`src/rtl/fir_frame_ctrl.sv`:
```
// fir_frame_ctrl: frame sequencer around a streaming FIR. It feeds source samples, optionally
// flushes the delay line with zeros (build with FIR_FRAME_FLUSH_EN), and counts filtered results.
module fir_frame_ctrl #(
    parameter int DATA_WL       = 12,
    parameter int TAPS          = 15,
    parameter int LEN_WL        = 10,
    parameter int DRAIN_TIMEOUT = 64
) (
    input  logic               clk,
    input  logic               rst,
    input  logic               start,
    input  logic [LEN_WL-1:0]  frame_len,
    input  logic               src_valid,
    output logic               src_ready,
    input  logic [DATA_WL-1:0] src_data,
    output logic [DATA_WL-1:0] fir_data_in,
    output logic               fir_in_valid,
    input  logic [DATA_WL-1:0] fir_data_out,
    input  logic               fir_out_valid,
    output logic [DATA_WL-1:0] dst_data,
    output logic               dst_valid,
    output logic               busy,
    output logic               done,
    output logic               err
);

    localparam int TMR_WL = $clog2(DRAIN_TIMEOUT + 1);
`ifdef FIR_FRAME_FLUSH_EN
    localparam bit FLUSH_ON = 1'b1;
    localparam int FLUSH_WL = $clog2(TAPS + 1);
`else
    localparam bit FLUSH_ON = 1'b0;
`endif
    // Extra results produced by the zero flush on top of one per input sample
    localparam logic [LEN_WL:0] EXP_ADD = FLUSH_ON ? (LEN_WL + 1)'(TAPS - 1) : '0;

    typedef enum logic [2:0] {
        IDLE  = 3'd0,
        FEED  = 3'd1,
        DRAIN = 3'd2,
        DONE  = 3'd3
`ifdef FIR_FRAME_FLUSH_EN
        ,
        FLUSH = 3'd4
`endif
    } state_t;

    state_t              state_r;
    logic [LEN_WL-1:0]   len_r;
    logic [LEN_WL-1:0]   in_cnt_r;
    logic [LEN_WL:0]     exp_r;
    logic [LEN_WL:0]     out_cnt_r;
    logic [TMR_WL-1:0]   timer_r;
`ifdef FIR_FRAME_FLUSH_EN
    logic [FLUSH_WL-1:0] flush_cnt_r;
`endif

    logic                accept_s;
    logic                out_ok_s;
    logic                out_drop_s;
    logic [LEN_WL:0]     out_cnt_nxt_s;

    // Classify each FIR result: counted while a frame is active and below E, otherwise dropped
    always_comb begin
        accept_s      = src_valid && src_ready;
        out_ok_s      = fir_out_valid && busy && (out_cnt_r < exp_r);
        out_drop_s    = fir_out_valid && !out_ok_s;
        out_cnt_nxt_s = out_ok_s ? (out_cnt_r + (LEN_WL + 1)'(1)) : out_cnt_r;
    end

    // Frame FSM with all outputs registered
    always_ff @(posedge clk) begin
        if (rst) begin
            state_r      <= IDLE;
            len_r        <= '0;
            in_cnt_r     <= '0;
            exp_r        <= '0;
            out_cnt_r    <= '0;
            timer_r      <= '0;
`ifdef FIR_FRAME_FLUSH_EN
            flush_cnt_r  <= '0;
`endif
            src_ready    <= 1'b0;
            fir_in_valid <= 1'b0;
            fir_data_in  <= '0;
            dst_valid    <= 1'b0;
            dst_data     <= '0;
            busy         <= 1'b0;
            done         <= 1'b0;
            err          <= 1'b0;
        end else begin
            fir_in_valid <= 1'b0;
            fir_data_in  <= '0;
            dst_valid    <= out_ok_s;
            dst_data     <= out_ok_s ? fir_data_out : '0;
            done         <= 1'b0;
            out_cnt_r    <= out_cnt_nxt_s;
            if (out_drop_s) begin
                err <= 1'b1;
            end

            case (state_r)
                IDLE: begin
                    if (start) begin
                        if (frame_len == '0) begin
                            state_r <= DONE;
                            done    <= 1'b1;
                            err     <= 1'b1;
                        end else begin
                            state_r   <= FEED;
                            src_ready <= 1'b1;
                            busy      <= 1'b1;
                            len_r     <= frame_len;
                            in_cnt_r  <= '0;
                            out_cnt_r <= '0;
                            exp_r     <= {1'b0, frame_len} + EXP_ADD;
                            err       <= out_drop_s;
                        end
                    end
                end

                FEED: begin
                    if (accept_s) begin
                        fir_in_valid <= 1'b1;
                        fir_data_in  <= src_data;
                        in_cnt_r     <= in_cnt_r + LEN_WL'(1);
                        if (in_cnt_r == (len_r - LEN_WL'(1))) begin
                            src_ready <= 1'b0;
                            timer_r   <= '0;
`ifdef FIR_FRAME_FLUSH_EN
                            state_r     <= FLUSH;
                            flush_cnt_r <= '0;
`else
                            state_r     <= DRAIN;
`endif
                        end
                    end
                end

`ifdef FIR_FRAME_FLUSH_EN
                FLUSH: begin
                    // Zero samples push the last real inputs through the FIR delay line
                    fir_in_valid <= 1'b1;
                    fir_data_in  <= '0;
                    flush_cnt_r  <= flush_cnt_r + FLUSH_WL'(1);
                    if (flush_cnt_r == FLUSH_WL'(TAPS - 2)) begin
                        state_r <= DRAIN;
                        timer_r <= '0;
                    end
                end
`endif

                DRAIN: begin
                    if (out_cnt_nxt_s == exp_r) begin
                        state_r <= DONE;
                        done    <= 1'b1;
                        busy    <= 1'b0;
                    end else if (fir_out_valid) begin
                        timer_r <= '0;
                    end else if (timer_r == TMR_WL'(DRAIN_TIMEOUT - 1)) begin
                        state_r <= DONE;
                        done    <= 1'b1;
                        busy    <= 1'b0;
                        err     <= 1'b1;
                    end else begin
                        timer_r <= timer_r + TMR_WL'(1);
                    end
                end

                DONE: begin
                    state_r <= IDLE;
                end

                default: begin
                    state_r   <= IDLE;
                    src_ready <= 1'b0;
                    busy      <= 1'b0;
                end
            endcase
        end
    end

endmodule

```
`config.mk`:
```
export PLATFORM = sky130hd
export DESIGN_NAME = fir_frame_ctrl
export DESIGN_NICKNAME = d
export VERILOG_FILES = /design/src/rtl/fir_frame_ctrl.sv
export SDC_FILE = /design/constraint.sdc
export NUM_CORES = 1
export LEC_CHECK = 0
export CORE_MARGIN = 2
export CORE_UTILIZATION = 52
export CTS_CLUSTER_DIAMETER = 150
export DETAILED_ROUTE_END_ITERATION = 10
export GPL_ROUTABILITY_DRIVEN = 0
export PLACE_DENSITY = 0.82
export SYNTH_ARGS = -nofsm -noshare
export SYNTH_HDL_FRONTEND = slang
export SYNTH_SLANG_ARGS = --single-unit
```
`constraint.sdc`:
```
create_clock -name clk -period 3.64 [get_ports clk]
set_input_delay 0.364 -clock clk [delete_from_list [all_inputs] [get_ports clk]]
set_output_delay 0.364 -clock clk [all_outputs]
set_load 0.01 [all_outputs]
```
* Word-level counts from Yosys, hierarchy flattened
Cells that the tools add are included.
** Operators by class
- $add $sub $neg :: 4
- $lt $le $gt $ge :: 1
- Equality and inequality tests :: 14
- Multiplexer cells :: 45
- Bitwise logic cells :: 6
- Reductions and logical operators :: 20
** Operator list (count)
- 11-bit 2-to-1 mux :: 4
- 7-bit 2-to-1 mux :: 5
- 10-bit 2-to-1 mux :: 3
- 10-bit case mux with 2 select lines :: 1
- 5-bit AND reduction :: 4
- 1-bit 2-to-1 mux :: 19
- 3-bit 2-to-1 mux :: 6
- 7-bit case mux with 2 select lines :: 1
- 11-bit by 1-bit adder with 11-bit output (second input constant) :: 1
- 11-bit by 10-bit == test with 1-bit output :: 1
- 11-bit by 10-bit < comparator with 1-bit output :: 1
- 10-bit by 1-bit adder with 10-bit output (second input constant) :: 1
- 10-bit == test :: 1
- 10-bit logical NOT :: 1
- 2-bit != test (second input constant) :: 5
- 10-bit by 1-bit subtractor with 10-bit output (second input constant) :: 1
- 3-bit != test (second input constant) :: 3
- 3-bit case mux with 3 select lines :: 1
- 2-bit OR reduction :: 4
- 7-bit by 1-bit adder with 7-bit output (second input constant) :: 1
- 7-bit by 6-bit == test with 1-bit output (second input constant) :: 1
- 3-bit by 2-bit == test with 1-bit output (second input constant) :: 2
- 1-bit NOT :: 6
- 1-bit case mux with 3 select lines :: 2
- other kinds (10) :: 15
** Storage, ports and cells
- Register bits :: 71
- Bits of input ports :: 39
- Output and inout bits :: 30
- Logic and storage cells :: 103

* Logic depth before layout (Yosys ltp)
Gate-level depths: netlist of the first run.
- Depth after elaboration :: 9
- Depth in mapped cells :: 12
- Depth with buffers taken out :: 11

* Least setup slack after synthesis of the first run
Ideal clock, no wire load.
- Path type :: register to register
- From :: register len_r[2]
- To :: register timer_r[1]
- Library setup time :: 0.119 ns
- Arrival :: 2.915 ns
- Data required time :: 3.521 ns
- Slack :: 0.606 ns
- Stages on the path, launching flop included :: 13
- Path buffers :: 1
- Clock period less this slack :: 3.034 ns
- Cells stage by stage :: dfxtp_1 > buf_2 > inv_1 > ha_1 > a21oi_1 > o21ai_0 > a31oi_1 > nand3_1 > a2111oi_0 > and4_2 > a31oi_4 > o21a_4 > mux2i_1
** Between the ends
- Word-level cells in the longest chain between the ends :: 6
- Elaborated cells on any way between the ends :: 9
- Those cells by class :: 1 x add/sub; 1 x order compare; 4 x eq/ne; 1 x mux; 2 x reduce/logical
** RTL lines
- start, declared :: RTL line 49 : logic [LEN_WL-1:0] len_r;
- start signal, assigned :: RTL line 113 : len_r <= frame_len;
- 11-bit by 10-bit < comparator with 1-bit output
- 1-bit logical AND
- 11-bit 2-to-1 mux
- 11-bit by 10-bit == test with 1-bit output
- 2-bit != test (no source line)
- 5-bit AND reduction (no source line) *
- end signal, assigned :: RTL line 166 : timer_r <= timer_r + TMR_WL'(1);
- end, declared :: RTL line 53 : logic [TMR_WL-1:0] timer_r;
Mark *: on every way between the ends. The rest lies on a longest branch, timed or not.
A chain may end at the register's enable or synchronous reset.

* Final worst setup path of the first run
- From :: register len_r[0]
- To :: register src_ready
** Between the ends
- Word-level cells in the longest chain between the ends :: 4
** RTL lines
- 10-bit by 1-bit subtractor with 10-bit output :: RTL line 127 : if (in_cnt_r == (len_r - LEN_WL'(1))) begin
- 10-bit == test :: RTL line 127
- 2-bit != test (no source line)
- 5-bit AND reduction (no source line)
- end signal, assigned :: RTL line 111 : src_ready <= 1'b1;
- end signal, assigned :: RTL line 128 : src_ready <= 1'b0;
- end signal, assigned :: RTL line 176 : src_ready <= 1'b0;
- end, declared :: RTL line 14 : output logic src_ready,
Every way passes these cells.

==> results.py, run 1 <==
metrics = {
    "layout": {
        "postLayoutCoreUtil": 0.682,
        "fill_cells": 545,
        "nets": 560,
        "diodes": 0,
        "final_layout_size_suffix_gt1_frac": 0.0669,
        "final-seq-area_sq_um": 1400,
        "final_cell_mix": "dfxtp_1 (70), clkdlybuf4s50_1 (68), nor2_1 (42)",
        "multi_input_area_sq_um": 2150,
        "final_common_cell": "dfxtp_1",
        "layoutNonFillerInstCount": 604,
        "area_growth_pct": 26.3,
    },
    "global_route": {
        "overflow": 0,
        "antenna_found_initial": 0,
        "grt_max_degree": 21,
        "grt_pass1_wl_mm": 14.6,
        "grt_pass1_vias": 3262,
        "grt_use_total": 0.235,
    },
    "critical_path": {
        "required_ns": 3.91,
        "cp-end-kind": "register",
        "slowest_delay_ns": 0.49,
        "path_cells": "inv_1 -> ha_1 -> xnor2_1 -> a2111oi_2 -> nand4_1 -> o41ai_1 -> buf_4 -> o21ai_0 -> or2_1 -> o31a_1 -> nor3_1",
        "path_max_fanout": 7,
        "r2r_cells": 11,
        "cp.depth": 11,
        "critPathArrivalTime_ns": 3.35,
        "r2r_end": "src_ready",
        "reg2reg_from": "len_r[0]",
        "worst-path-buf-inv": 2,
        "rrSetupSlack_ns": 0.56,
        "cp-startpoint": "len_r[0]",
        "critPathKind": "register to register",
        "cp-start-kind": "register",
        "endpoint": "src_ready",
        "crit_family": "compound AO/OA/AOI/OAI gates",
        "slowest_stage": "dfxtp_1",
    },
    "timing": {
        "rsz0062_at_grt": "false",
        "tightest_slew_ns": 0.674,
        "fin_setup_tns_ns": 0,
        "slew_viol_final": 0,
        "maxSlewHeadroom": 0.549,
        "skew_ns": 0.0123,
        "post-route-period-util": 0.846,
        "fmax_ghz": 0.325,
        "hold_violations": 0,
        "setup_viol": 0,
        "period_needed_ns": 3.08,
    },
    "floorplanning": {
        "ioPinCount": 69,
        "die_w_um": 88.5,
        "die_area_sq_um": 7830,
        "core_area_sq_um": 6870,
        "row_count": 30,
        "die_h_um": 88.5,
        "start_util": 0.540,
    },
    "cts": {
        "clock-sinks": 70,
        "cts_buffers": 9,
        "path_clk_slew_ns": 0.07,
        "hold_buffers": 0,
        "clock_latency_ns": 0.35,
        "htree_levels": 3,
        "cts_root_buffer": "clkbuf_8",
        "cts_tree": "done",
        "cts_setup_buffers": 0,
        "cts_resized": 0,
        "clockBufferDepth": 2,
    },
    "synthesis": {
        "syn_area_sq_um": 3710,
        "synth_edf_count": 0,
        "synthFlopType": "dfxtp_1",
        "synth_warnings": 0,
        "synth_compound_area_frac": 0.141,
        "seq_area_frac_synth": 0.378,
        "synth_adder_area_share": 0.0607,
        "synth-simple-area-share": 0.257,
        "ys_ff_latch": 70,
        "synth_xor_area_frac": 0.0802,
        "muxShareOfSynthArea": 0.0405,
        "synth_top_family_by_area": "simple AND/OR/NAND/NOR gates",
        "synthesis.nets": 488,
        "synthCells": 431,
        "syn_avg_cell_area_sq_um": 8.61,
        "ys_async_sr_fraction": 0,
        "yosysUniqueCellTypes": 58,
    },
    "worst_hold_path": {
        "hold_start": "timer_r[6]",
        "min_path_type": "register to register",
    },
    "route": {
        "via_per_inst": 5.61,
        "firstDrtPassIters": 6,
        "wl_per_cell_um": 14.5,
        "drc": 0,
        "drt_wl_total_mm": 8.75,
        "num_vias": 3389,
        "drt_iter0_drc": 361,
        "ant_nets": 0,
    },
    "run": {
        "maxCapViolations": 0,
    },
    "status": {
        "outcome": "finished clean",
    },
    "power": {
        "irDropWorstVdd_uv": 356,
        "p_leak_nw": 1.83,
        "p_per_area_nw_per_um2": 510,
    },
    "place": {
        "place_inst": 588,
        "port_buffers": 68,
        "post-dp-hpwl_mm": 6.46,
    },
}
per-stage QoR:
step | hold WS [ns] | area [sq um] | total power, W | worst slack (ns)
after floorplan | 0.408 | 3710 | 0.00152 | 0.606
after global placement | 0.419 | 4490 | 0.00175 | 0.317
after detailed placement | 0.421 | 4490 | 0.00177 | 0.294
after CTS | 0.431 | 4690 | 0.00239 | 0.590
after global routing | 0.493 | 4690 | 0.00253 | 0.338
final | 0.432 | 4690 | 0.00239 | 0.560
registers in the layout, summed over array words and instances, names as in the netlist:
register / cells
busy: 1
done: 1
dst_data: 12
dst_valid: 1
err: 1
fir_data_in: 12
fir_in_valid: 1
in_cnt_r: 10
len_r: 10
out_cnt_r: 11
src_ready: 1
state_r: 2
timer_r: 7
metal layers:
layer,vias up,GRT usage,wire length (um)
met5,-,0,0
met4,0,0.0730,132
met3,25,0.0672,766
met2,152,0.403,4250
met1,1561,0.287,3600
li1,1651,-,-
synthesized netlist by cell type, types with 9 or more instances:
cell type / n / area (sq um)
mux2i_1: 15 / 150
clkbuf_1: 9 / 33.8
ha_1: 18 / 225
and2_1: 26 / 163
xnor2_1: 17 / 149
o21ai_0: 10 / 50.1
nor2_1: 42 / 158
nand4_1: 9 / 56.3
nand2_1: 39 / 146
nor3_1: 9 / 45.0
nand3_1: 16 / 80.1
a21oi_1: 20 / 100
dfxtp_1: 70 / 1400
xor2_1: 17 / 149
inv_1: 20 / 75.1
power breakdown:
part	leakage (nW)	internal, W	switching, W
Sequential	0.567	0.000825	0.0000688
Clock	0.0935	0.000318	0.000302
Combinational	1.17	0.000398	0.000477
Total	1.83	0.00154	0.000848
worst min path at each step:
| stage | to | slack (ns) | cells past startpoint |
|---|---|---|---|
| after detailed placement | timer_r[6] | 0.42 | 2 |
| after CTS | timer_r[6] | 0.43 | 2 |
| final | timer_r[6] | 0.43 | 2 |
| after global placement | timer_r[6] | 0.42 | 2 |
| after global routing | timer_r[6] | 0.49 | 2 |
| after floorplan | timer_r[6] | 0.41 | 2 |
worst register-to-register path, stage by stage, from the launching register on:
cell	delay, ns
dfxtp_1	0.49
inv_1	0.08
ha_1	0.30
xnor2_1	0.19
a2111oi_2	0.39
nand4_1	0.17
o41ai_1	0.44
buf_4	0.20
o21ai_0	0.09
or2_1	0.25
o31a_1	0.24
nor3_1	0.16
final cells by class:
class | instances | area share
Clock buffer | 11 | 0.0280
Clock inverter | 5 | 0.0128
Inverter | 20 | 0.0160
Multi-Input combinational cell | 325 | 0.459
Sequential cell | 70 | 0.299
Tap cell | 96 | 0.0256
Timing Repair Buffer | 77 | 0.160
logic make-up after synthesis:
group | after synthesis
adder cells (fa/ha/maj) | 18
AO/OA/AOI/OAI | 75
AND/OR/NAND/NOR | 183
flip-flops | 70
XOR/XNOR | 34
buffers and inverters | 36
multiplexers | 15
No activity file was read; power rests on OpenSTA's default activity.
==> run 2: changes to the inputs <==
--- a/config.mk
+++ b/config.mk
@@ -6,11 +6,11 @@
 export NUM_CORES = 1
 export LEC_CHECK = 0
 export CORE_MARGIN = 2
-export CORE_UTILIZATION = 52
+export CORE_UTILIZATION = 47
 export CTS_CLUSTER_DIAMETER = 150
 export DETAILED_ROUTE_END_ITERATION = 10
 export GPL_ROUTABILITY_DRIVEN = 0
-export PLACE_DENSITY = 0.82
+export PLACE_DENSITY = 0.78
 export SYNTH_ARGS = -nofsm -noshare
 export SYNTH_HDL_FRONTEND = slang
 export SYNTH_SLANG_ARGS = --single-unit
==> constraint.sdc (replaced) <==
create_clock -name clk -period 2.8 [get_ports clk]
set_input_delay 0.28 -clock clk [delete_from_list [all_inputs] [get_ports clk]]
set_output_delay 0.28 -clock clk [all_outputs]
set_load 0.01 [all_outputs]
==> results.py, run 2 (same netlist as run 1, synthesis figures left out) <==
metrics = {
    "timing": {
        "period_needed_ns": 2.82,
        "slew_viol_final": 0,
        "maxSlewHeadroom": 0.570,
        "setup_viol": 1,
        "fin_ws_ns": -0.0167,
        "post-route-period-util": 1.01,
        "rsz0062_at_grt": "true",
        "hold_violations": 0,
        "fmax_ghz": 0.355,
        "tightest_slew_ns": 0.640,
        "skew_ns": 0.0114,
    },
    "critical_path": {
        "critPathArrivalTime_ns": 3.11,
        "required_ns": 3.09,
        "critPathKind": "register to register",
        "cp-start-kind": "register",
        "path_max_fanout": 4,
        "cp-end-kind": "register",
        "rrSetupSlack_ns": -0.02,
    },
    "route": {
        "drt_wl_total_mm": 10.3,
        "wl_per_cell_um": 15.6,
        "num_vias": 3641,
        "drt_iter0_drc": 233,
        "drc": 0,
        "via_per_inst": 5.53,
        "firstDrtPassIters": 5,
        "ant_nets": 0,
    },
    "status": {
        "outcome": "complete, but fails checks",
        "violations": "negative setup slack",
    },
    "cts": {
        "cts_tree": "done",
        "clockBufferDepth": 2,
        "path_clk_slew_ns": 0.09,
        "htree_levels": 3,
        "cts_buffers": 9,
        "hold_buffers": 0,
        "clock_latency_ns": 0.36,
        "clock-sinks": 70,
        "cts_root_buffer": "clkbuf_8",
    },
    "power": {
        "power.share.sequential": 0.315,
        "p_per_area_nw_per_um2": 689,
        "p_leak_nw": 2.13,
        "power.switching_w": 0.00130,
        "irDropWorstVdd_uv": 366,
        "swShare": 0.357,
        "clockPowerShare": 0.263,
        "p_int_w": 0.00234,
        "finalPower_w": 0.00364,
        "combPwrFrac": 0.422,
    },
    "floorplanning": {
        "row_count": 32,
        "die_area_sq_um": 8620,
        "core_area_sq_um": 7690,
        "die_h_um": 92.9,
        "start_util": 0.483,
        "die_w_um": 92.9,
        "ioPinCount": 69,
    },
    "global_route": {
        "overflow": 0,
        "grt_max_degree": 21,
        "grt_pass1_wl_mm": 16.3,
        "grt_pass1_vias": 3513,
        "grt_use_total": 0.236,
        "antenna_found_initial": 0,
    },
    "place": {
        "post-dp-hpwl_mm": 7.21,
        "pre_cts_slack_ns": -0.487,
        "port_buffers": 68,
    },
    "worst_hold_path": {
        "min_path_type": "primary input to register",
    },
    "layout": {
        "final_layout_size_suffix_gt1_frac": 0.226,
        "nets": 609,
        "area_growth_pct": 42.3,
        "reg_top3": "dst_data: 12 flops, fir_data_in: 12 flops, out_cnt_r: 11 flops",
        "postLayoutCoreUtil": 0.687,
        "fill_cells": 594,
        "final_common_cell": "clkdlybuf4s50_1",
        "diodes": 0,
        "final_cell_mix": "clkdlybuf4s50_1 (67), dfxtp_1 (58), buf_4 (57)",
    },
    "run": {
        "maxCapViolations": 0,
    },
}
[run 2: cell count changes in the layout (fill, tap and decap cells not counted), sizes merged]
cell / before / now
buf: 9 / 58
clkbuf: 11 / 9
inv: 20 / 22
bufinv: 1 / 2
clkdlybuf4s50: 68 / 67
clkinv: 3 / 2
dlygate4sd2: 0 / 1
[run 2: power groups by stage]
| stage | clock, W | combinational [W] | sequential, W |
|---|---|---|---|
| finish | 0.000958 | 0.00153 | 0.00115 |
| floorplan | 0 | 0.000820 | 0.00117 |
| detailed placement | 0 | 0.00132 | 0.00116 |
| global placement | 0 | 0.00128 | 0.00116 |
| global route | 0.00102 | 0.00165 | 0.00116 |
| CTS | 0.000971 | 0.00136 | 0.00114 |
[run 2: worst max-delay path, stage by stage (launching register included)]
cell and delay (ns):
dfxtp_2 0.36, inv_2 0.05, ha_4 0.26, xor2_1 0.17, nand2_1 0.13, a2111oi_4 0.29, nand4_1 0.16, o41ai_2 0.45
buf_4 0.19, o21ai_2 0.06, or2_4 0.26, o31a_1 0.27, nor3_1 0.11
[run 2: timing repair]
item                                    in CTS  in global routing
endpoints found under the setup margin      12                 13
resized for setup                           15                 37
gates cloned                                 0                  0
pin swaps                                    2                 16
setup buffers                                0                  7
[run 2: worst paths after layout]
kind	to	depth (start not counted)	from
worst max-delay path	src_ready	12	len_r[0]
worst min register to register	timer_r[6]	2	timer_r[6]
worst min-delay path	timer_r[6]	3	fir_out_valid
worst max register to register	src_ready	12	len_r[0]
[run 2: cell type report]
cell class | instances | area (sq um) | share of cell area
clock buffers | 9 | 124 | 0.0235
clock inverters | 7 | 105 | 0.0199
inverters | 20 | 77.6 | 0.0147
multi-input cells | 325 | 2310 | 0.437
flip-flops and latches | 70 | 1420 | 0.269
well taps | 102 | 128 | 0.0242
repair buffers | 126 | 1120 | 0.212
[run 2: metal layers]
layer / part of all wire / track usage / wire length (um) / vias up
met2: 0.49 / 0.387 / 5030 / 153
met5: 0 / 0 / 0 / -
met3: 0.059 / 0.0561 / 606 / 45
met1: 0.41 / 0.292 / 4240 / 1699
li1: - / - / - / 1744
met4: 0.039 / 0.110 / 404 / 0
[run 2: metrics by stage]
stage,hold WS [ns],cells,TNS [ns],area (sq um)
floorplan,0.402,431,0,3720
global placement,0.416,637,-3.94,4840
detailed placement,0.435,637,-5.36,4840
CTS,0.424,653,0,5100
global route,0.461,659,-0.941,5280
finish,0.442,659,-0.0167,5280
==> run 3: changes to the inputs <==
==> constraint.sdc (replaced) <==
create_clock -name clk -period 2.8 [get_ports clk]
set_input_delay 0.28 -clock clk [delete_from_list [all_inputs] [get_ports clk]]
set_output_delay 0.28 -clock clk [all_outputs]
set_load 0.02 [all_outputs]
==> results of run 3 <==
Same layout as run 2 (identical final DEF). Status: complete, but fails checks: negative setup slack.
Among the figures that moved: total power 0.00364 W -> 0.00366 W; worst IR drop on VDD 366 uV -> 368 uV
